--- src/rtl/pipeline_pkg.sv ---
// Shared constants and helpers for the compositing pipeline blocks.
package pipeline_pkg;

    localparam int PIXEL_SIZE = 16;

    // Fixed fetch stages around the SRAM: S1, S2, address cycle, output register.
    localparam int FETCH_FIXED_STAGES = 4;

    function automatic int addr_width(input int res_x, input int res_y);
        return $clog2(res_x * res_y);
    endfunction

endpackage

--- src/rtl/pipeline_valid_delay.sv ---
// Valid/skip shift register with synchronous clear; every stage is visible.
module pipeline_valid_delay #(
    parameter int DEPTH = 3
) (
    input  logic             i_clk,
    input  logic             i_clr,
    input  logic             i_valid,
    input  logic             i_skip,
    output logic [DEPTH-1:0] o_valid,
    output logic [DEPTH-1:0] o_skip
);

    logic [DEPTH-1:0] r_valid;
    logic [DEPTH-1:0] r_skip;

    always_ff @(posedge i_clk) begin
        if (i_clr) begin
            r_valid <= '0;
            r_skip  <= '0;
        end else begin
            r_valid[0] <= i_valid;
            r_skip[0]  <= i_skip;
            for (int unsigned k = 1; k < DEPTH; k++) begin
                r_valid[k] <= r_valid[k-1];
                r_skip[k]  <= r_skip[k-1];
            end
        end
    end

    assign o_valid = r_valid;
    assign o_skip  = r_skip;

endmodule

--- src/rtl/pipeline_foreground_fetch.sv ---
// Foreground pixel fetch from the frame SRAM: fixed-latency read pipeline plus
// a lower-priority capture write port that only uses idle bus cycles.
module pipeline_foreground_fetch
    import pipeline_pkg::*;
#(
    parameter int R_WIDTH                      = 5,
    parameter int G_WIDTH                      = 6,
    parameter int B_WIDTH                      = 5,
    parameter int PRECISION                    = 11,
    parameter int RESOLUTION_X                 = 800,
    parameter int RESOLUTION_Y                 = 600,
    parameter int ADDR_WIDTH                   = 19,
    parameter int SRAM_READ_LATENCY            = 2,
    parameter int FOREGROUND_FETCH_CYCLE_DELAY = 6,
    localparam int PIX_W = R_WIDTH + G_WIDTH + B_WIDTH
) (
    input  logic                        clk,
    input  logic                        rst,
    input  logic                        req_valid,
    input  logic                        req_active,
    input  logic signed [PRECISION:0]   req_x,
    input  logic signed [PRECISION:0]   req_y,
    output logic [PIX_W-1:0]            fg_pixel_out,
    output logic                        fg_pixel_skip,
    output logic                        fg_pixel_ready,
    output logic [ADDR_WIDTH-1:0]       sram_addr,
    output logic                        sram_we,
    output logic                        sram_oe,
    output logic [PIX_W-1:0]            sram_wdata,
    output logic                        sram_wdata_en,
    input  logic [PIX_W-1:0]            sram_rdata,
    input  logic                        wr_valid,
    input  logic [ADDR_WIDTH-1:0]       wr_addr,
    input  logic [PIX_W-1:0]            wr_data,
    output logic                        wr_ready
);

    localparam int L = SRAM_READ_LATENCY;
    localparam logic signed [PRECISION:0] LP_RES_X   = RESOLUTION_X[PRECISION:0];
    localparam logic signed [PRECISION:0] LP_RES_Y   = RESOLUTION_Y[PRECISION:0];
    localparam logic [ADDR_WIDTH-1:0]     LP_ROW_MUL = RESOLUTION_X[ADDR_WIDTH-1:0];

    if (FOREGROUND_FETCH_CYCLE_DELAY != FETCH_FIXED_STAGES + SRAM_READ_LATENCY) begin : g_bad_delay
        $error("FOREGROUND_FETCH_CYCLE_DELAY must equal 4 + SRAM_READ_LATENCY");
    end
    if (ADDR_WIDTH < addr_width(RESOLUTION_X, RESOLUTION_Y)) begin : g_bad_addr
        $error("ADDR_WIDTH too small for the frame");
    end
    if (SRAM_READ_LATENCY < 1) begin : g_bad_latency
        $error("SRAM_READ_LATENCY must be at least 1");
    end

    logic                     w_skip_in;
    logic                     r_s1_valid, r_s1_skip;
    logic signed [PRECISION:0] r_s1_x, r_s1_y;
    logic                     r_s2_valid, r_s2_skip;
    logic signed [PRECISION:0] r_s2_x;
    logic [ADDR_WIDTH-1:0]    r_s2_row;
    logic                     w_s1_rd, w_s2_rd;
    logic [ADDR_WIDTH-1:0]    w_row, w_addr;
    logic [L:0]               w_line_valid, w_line_skip, w_inflight;
    logic                     w_resp_valid, w_resp_skip, w_wr_go;

    logic                     r_ready, r_skip, r_we, r_oe, r_wdata_en, r_wr_ready;
    logic [PIX_W-1:0]         r_pixel, r_wdata;
    logic [ADDR_WIDTH-1:0]    r_addr;

    assign w_skip_in = ~req_active | req_x[PRECISION] | req_y[PRECISION]
                     | (req_x >= LP_RES_X) | (req_y >= LP_RES_Y);

    assign w_s1_rd = r_s1_valid & ~r_s1_skip;
    assign w_s2_rd = r_s2_valid & ~r_s2_skip;
    assign w_row   = ADDR_WIDTH'($unsigned(r_s1_y)) * LP_ROW_MUL;
    assign w_addr  = r_s2_row + ADDR_WIDTH'($unsigned(r_s2_x));

    always_ff @(posedge clk) begin
        if (rst) begin
            r_s1_valid <= 1'b0;
            r_s1_skip  <= 1'b0;
            r_s1_x     <= '0;
            r_s1_y     <= '0;
            r_s2_valid <= 1'b0;
            r_s2_skip  <= 1'b0;
            r_s2_x     <= '0;
            r_s2_row   <= '0;
        end else begin
            r_s1_valid <= req_valid;
            r_s1_skip  <= w_skip_in;
            r_s1_x     <= req_x;
            r_s1_y     <= req_y;
            r_s2_valid <= r_s1_valid;
            r_s2_skip  <= r_s1_skip;
            r_s2_x     <= r_s1_x;
            r_s2_row   <= w_row;
        end
    end

    // Stage 0 runs alongside the address cycle, stage L alongside the data cycle;
    // the non-skip bits double as the in-flight read tracker.
    pipeline_valid_delay #(
        .DEPTH (L + 1)
    ) u_line (
        .i_clk   (clk),
        .i_clr   (rst),
        .i_valid (r_s2_valid),
        .i_skip  (r_s2_skip),
        .o_valid (w_line_valid),
        .o_skip  (w_line_skip)
    );

    assign w_inflight   = w_line_valid & ~w_line_skip;
    assign w_resp_valid = w_line_valid[L];
    assign w_resp_skip  = w_line_skip[L];
    assign w_wr_go      = wr_valid & r_wr_ready;

    always_ff @(posedge clk) begin
        if (rst) begin
            r_addr     <= '0;
            r_oe       <= 1'b0;
            r_we       <= 1'b0;
            r_wdata    <= '0;
            r_wdata_en <= 1'b0;
            r_wr_ready <= 1'b0;
        end else begin
            // Registered ready looks one stage further back so it is exact next cycle.
            r_wr_ready <= ~(w_s1_rd | w_s2_rd | (|w_inflight));
            r_oe       <= w_s2_rd;
            r_we       <= 1'b0;
            r_wdata_en <= 1'b0;
            if (w_s2_rd) begin
                r_addr <= w_addr;
            end else if (w_wr_go) begin
                r_addr     <= wr_addr;
                r_we       <= 1'b1;
                r_wdata    <= wr_data;
                r_wdata_en <= 1'b1;
            end
        end
    end

    always_ff @(posedge clk) begin
        if (rst) begin
            r_ready <= 1'b0;
            r_skip  <= 1'b0;
            r_pixel <= '0;
        end else begin
            r_ready <= w_resp_valid;
            r_skip  <= w_resp_valid & w_resp_skip;
            if (w_resp_valid) begin
                r_pixel <= w_resp_skip ? '0 : sram_rdata;
            end
        end
    end

    assign fg_pixel_out   = r_pixel;
    assign fg_pixel_skip  = r_skip;
    assign fg_pixel_ready = r_ready;
    assign sram_addr      = r_addr;
    assign sram_we        = r_we;
    assign sram_oe        = r_oe;
    assign sram_wdata     = r_wdata;
    assign sram_wdata_en  = r_wdata_en;
    assign wr_ready       = r_wr_ready;

endmodule

--- config.mk ---
export PLATFORM = sky130hd
export DESIGN_NAME = pipeline_foreground_fetch
export DESIGN_NICKNAME = d
export VERILOG_FILES = /design/src/rtl/pipeline_pkg.sv /design/src/rtl/pipeline_valid_delay.sv /design/src/rtl/pipeline_foreground_fetch.sv
export SDC_FILE = /design/constraint.sdc
export NUM_CORES = 1
export LEC_CHECK = 0
export ABC_AREA = 1
export CAP_MARGIN = 20
export CORE_AREA = 8 8 138 140
export DETAILED_ROUTE_END_ITERATION = 8
export DIE_AREA = 0 0 146 148
export SYNTH_ARGS = -nofsm -noshare
export SYNTH_HDL_FRONTEND = slang
export SYNTH_SLANG_ARGS = --single-unit
export TNS_END_PERCENT = 20
--- constraint.sdc ---
create_clock -name clk -period 2.6 [get_ports clk]
set_input_delay 0.65 -clock clk [delete_from_list [all_inputs] [get_ports clk]]
set_output_delay 0.65 -clock clk [all_outputs]
set_load 0.03 [all_outputs]
==> qor.txt <==
initial antenna violation count - 0
max-slew violations - 0
skew final - 0.00701 ns
max cap viols - 0
worst path required time - 2.90 ns
TritonCTS clock tree - done
Reg2Reg Depth - 11
Die Ht - 148 um
endpoints failing setup - 0
count leader, synth - dfxtp_1
CP Data Arrival Time - 2.78 ns
Final Cycle Share - 0.956
post-CTS setup buffer count - 0
CP Capture Type - flip-flop
DIE WIDTH - 146 um
Seq cells post-synth - 116
final wirelength - 13300 um
full die area - 0.0216 mm^2
Switching Power - 0.00134 W
first-pass GRT wire length - 21100 um
share of cells above drive strength 1 - 0.106
CP peak stage delay - 0.49 ns
GRT Resource Usage Total - 0.123
post-synthesis sequential area ratio - 0.451
Setup WS post-layout - 0.115 ns
ys async rst share - 0
Num CTS Buffers - 17
Worst setup SP type - flip-flop
placed cell area - 0.00673 mm^2
antenna cells - 0
Synth Warn # - 0
CTS Root Cell - clkbuf_16
H-tree Lvls - 4
num ports - 137
Yosys top cell area share - 0.451
family with the most delay on the worst path - adder cells
outcome - complete, no violations
Switching Fraction - 0.259
net count after synthesis - 784
logic gate share of total power - 0.161
Pint - 0.00386 W
worst path cell trace - ha_1 -> ha_1 -> inv_1 -> fa_1 -> inv_1 -> ha_4 -> nand3_1 -> nand2_2 -> nand4_1 -> a21oi_1 -> nor2_1
maximum fanout along the worst path - 5
post_cts resized - 0
Final Hold Vio Count - 0
Longest Clk Path Bufs - 2
max_slew headroom - 0.511
Reg power frac - 0.376
# DRC - 0
WS Path Type - reg2reg
Cell Pwr Density - 688 mW/mm^2
# nets final - 924
ANT nets after route - 0
minimum clock period - 2.48 ns
largest net degree at the start of global routing - 73
hold crit path type - reg2reg
Worst Tran Pin Value - 0.733 ns
DRT Pass-1 Iters - 4
Slowest-stage cell, CP - fa_1
Crit path buffers/inverters - 2
Synth cell types - 34
vias per std cell - 4.26
P&R area growth vs syn - 46.8%
Post-CTS Hold Fix Bufs - 0
hpwl dp - 10100 um
CTS sink cnt - 116
Mapped Area - 0.00514 mm^2
Overflow after GRT - 0
core footprint - 0.0169 mm^2
clk_lat worst skew - 0.41 ns
Lkg Pwr - 3.31 nW
Mapped Avg Cell Area - 7.81 um^2
top cells by count, synth - dfxtp_1 (116), inv_1 (111), nand2_1 (105), nor2_1 (99), a21oi_1 (40)
wire per inst - 12.9 um
clock network power share - 0.464
f_max - 0.402 GHz
dpl ws - 0.0231 ns
Top FF cell, synth - dfxtp_1
Final Util - 0.446
Reg clk slew, reported paths - 0.06 ns
IO Port Bufs - 136
Crit path depth - 11
Worst VDD drop - 0.000511 V
setup_tns - 0 ns
First DRT Iteration DRCs - 202
Design Area, Final - 0.00755 mm^2
synthesized instance count - 659
overall via count from detail_route - 4420
worst hold stages - 2
vias in the first global route - 4150
Initial Utilization - 0.304
largest cells by area after synthesis - dfxtp_1 (45%), ha_1 (9.0%), inv_1 (8.1%), nand2_1 (7.7%), nor2_1 (7.2%)
row cnt - 48
Synth area leader - dfxtp_1
number of enable flip-flop cells after synthesis - 0
Placer Congestion - 0.810
[area by class of cell]
cell class	instances	area (um^2)
Multi-Input combinational cell	406	2480
Clock inverter	11	149
Sequential cell	116	2340
Clock buffer	21	470
Tap cell	225	282
Inverter	117	439
Fill cell	1734	9380
Timing Repair Buffer	141	1390
[worst min-delay path, cell delays in order, from the launching register on]
cell and delay, ns:
dfxtp_1 0.29, inv_1 0.04, nor2_1 0.03
[layout by cell type, fill, tap and decap left out, types with 2 or more instances in the layout]
master             n
a21oi_1           36
a21oi_2            4
a22oi_1            5
a31oi_1           10
a32oi_1            3
buf_4              5
bufinv_16          3
clkbuf_16         17
clkbuf_8           3
clkdlybuf4s50_1  135
clkinv_2           2
clkinvlp_4         3
dfxtp_1          111
dfxtp_4            4
fa_1               8
ha_1              27
ha_4              10
inv_1            111
inv_2              6
inv_6              2
nand2_1          100
nand2_2            8
nand3_1           23
nand3_2            5
nand4_1            4
nor2_1            98
nor2_2             4
o21ai_0           32
o21ai_1            6
o21ai_2            4
o21bai_1           2
or2_1              2
xnor2_1            4
[metal layers]
layer  global-route usage  share of wire
met4               0.0572          0.017
met1                0.148           0.46
met2                0.196           0.47
met3               0.0388          0.051
met5                    0              0
[flip-flops by register name, summed over array words and instances (netlist names), 3 cells and up]
| name | flops |
|---|---|
| fg_pixel_out | 16 |
| sram_addr | 19 |
| u_line.o_skip | 3 |
| r_s2_row | 14 |
| r_s1_x | 12 |
| r_s2_x | 12 |
| u_line.o_valid | 3 |
| r_s1_y | 12 |
| sram_wdata | 16 |
[final timing paths]
check / startpoint / to / slack, ns
worst max register to register: r_s1_y[4] / r_s2_row[17] / 0.12
worst min-delay path: r_s1_x[1] / r_s2_x[1] / 0.40
worst max-delay path: r_s1_y[4] / r_s2_row[17] / 0.12
worst min register to register: r_s1_x[1] / r_s2_x[1] / 0.40
[logic make-up (layout without fill, tap and decap cells)]
kind of cell	Yosys count	count (layout)	synth area share
AO/OA/AOI/OAI	108	108	0.117
XOR/XNOR	5	5	0.00851
adder cells (fa/ha/maj)	45	45	0.121
buffers and inverters	137	290	0.104
flip-flops	116	116	0.451
AND/OR/NAND/NOR	248	248	0.198
[power groups by stage]
stage | combinational [W] | clock [W] | sequential [W]
5_1_grt | 0.000930 | 0.00256 | 0.00197
3_3_place_gp | 0.000755 | 0 | 0.00199
4_1_cts | 0.000762 | 0.00247 | 0.00195
6_report | 0.000837 | 0.00241 | 0.00195
2_1_floorplan | 0.000374 | 0 | 0.00206
3_5_place_dp | 0.000756 | 0 | 0.00199
[metrics by stage]
step | hold slack (ns) | power, W | std cells
floorplan | 0.388 | 0.00243 | 659
global placement | 0.396 | 0.00274 | 1005
detailed placement | 0.395 | 0.00275 | 1005
CTS | 0.403 | 0.00518 | 1037
global route | 0.423 | 0.00546 | 1037
finish | 0.400 | 0.00520 | 1037
Note: power is estimated with default switching activity, not from simulation.
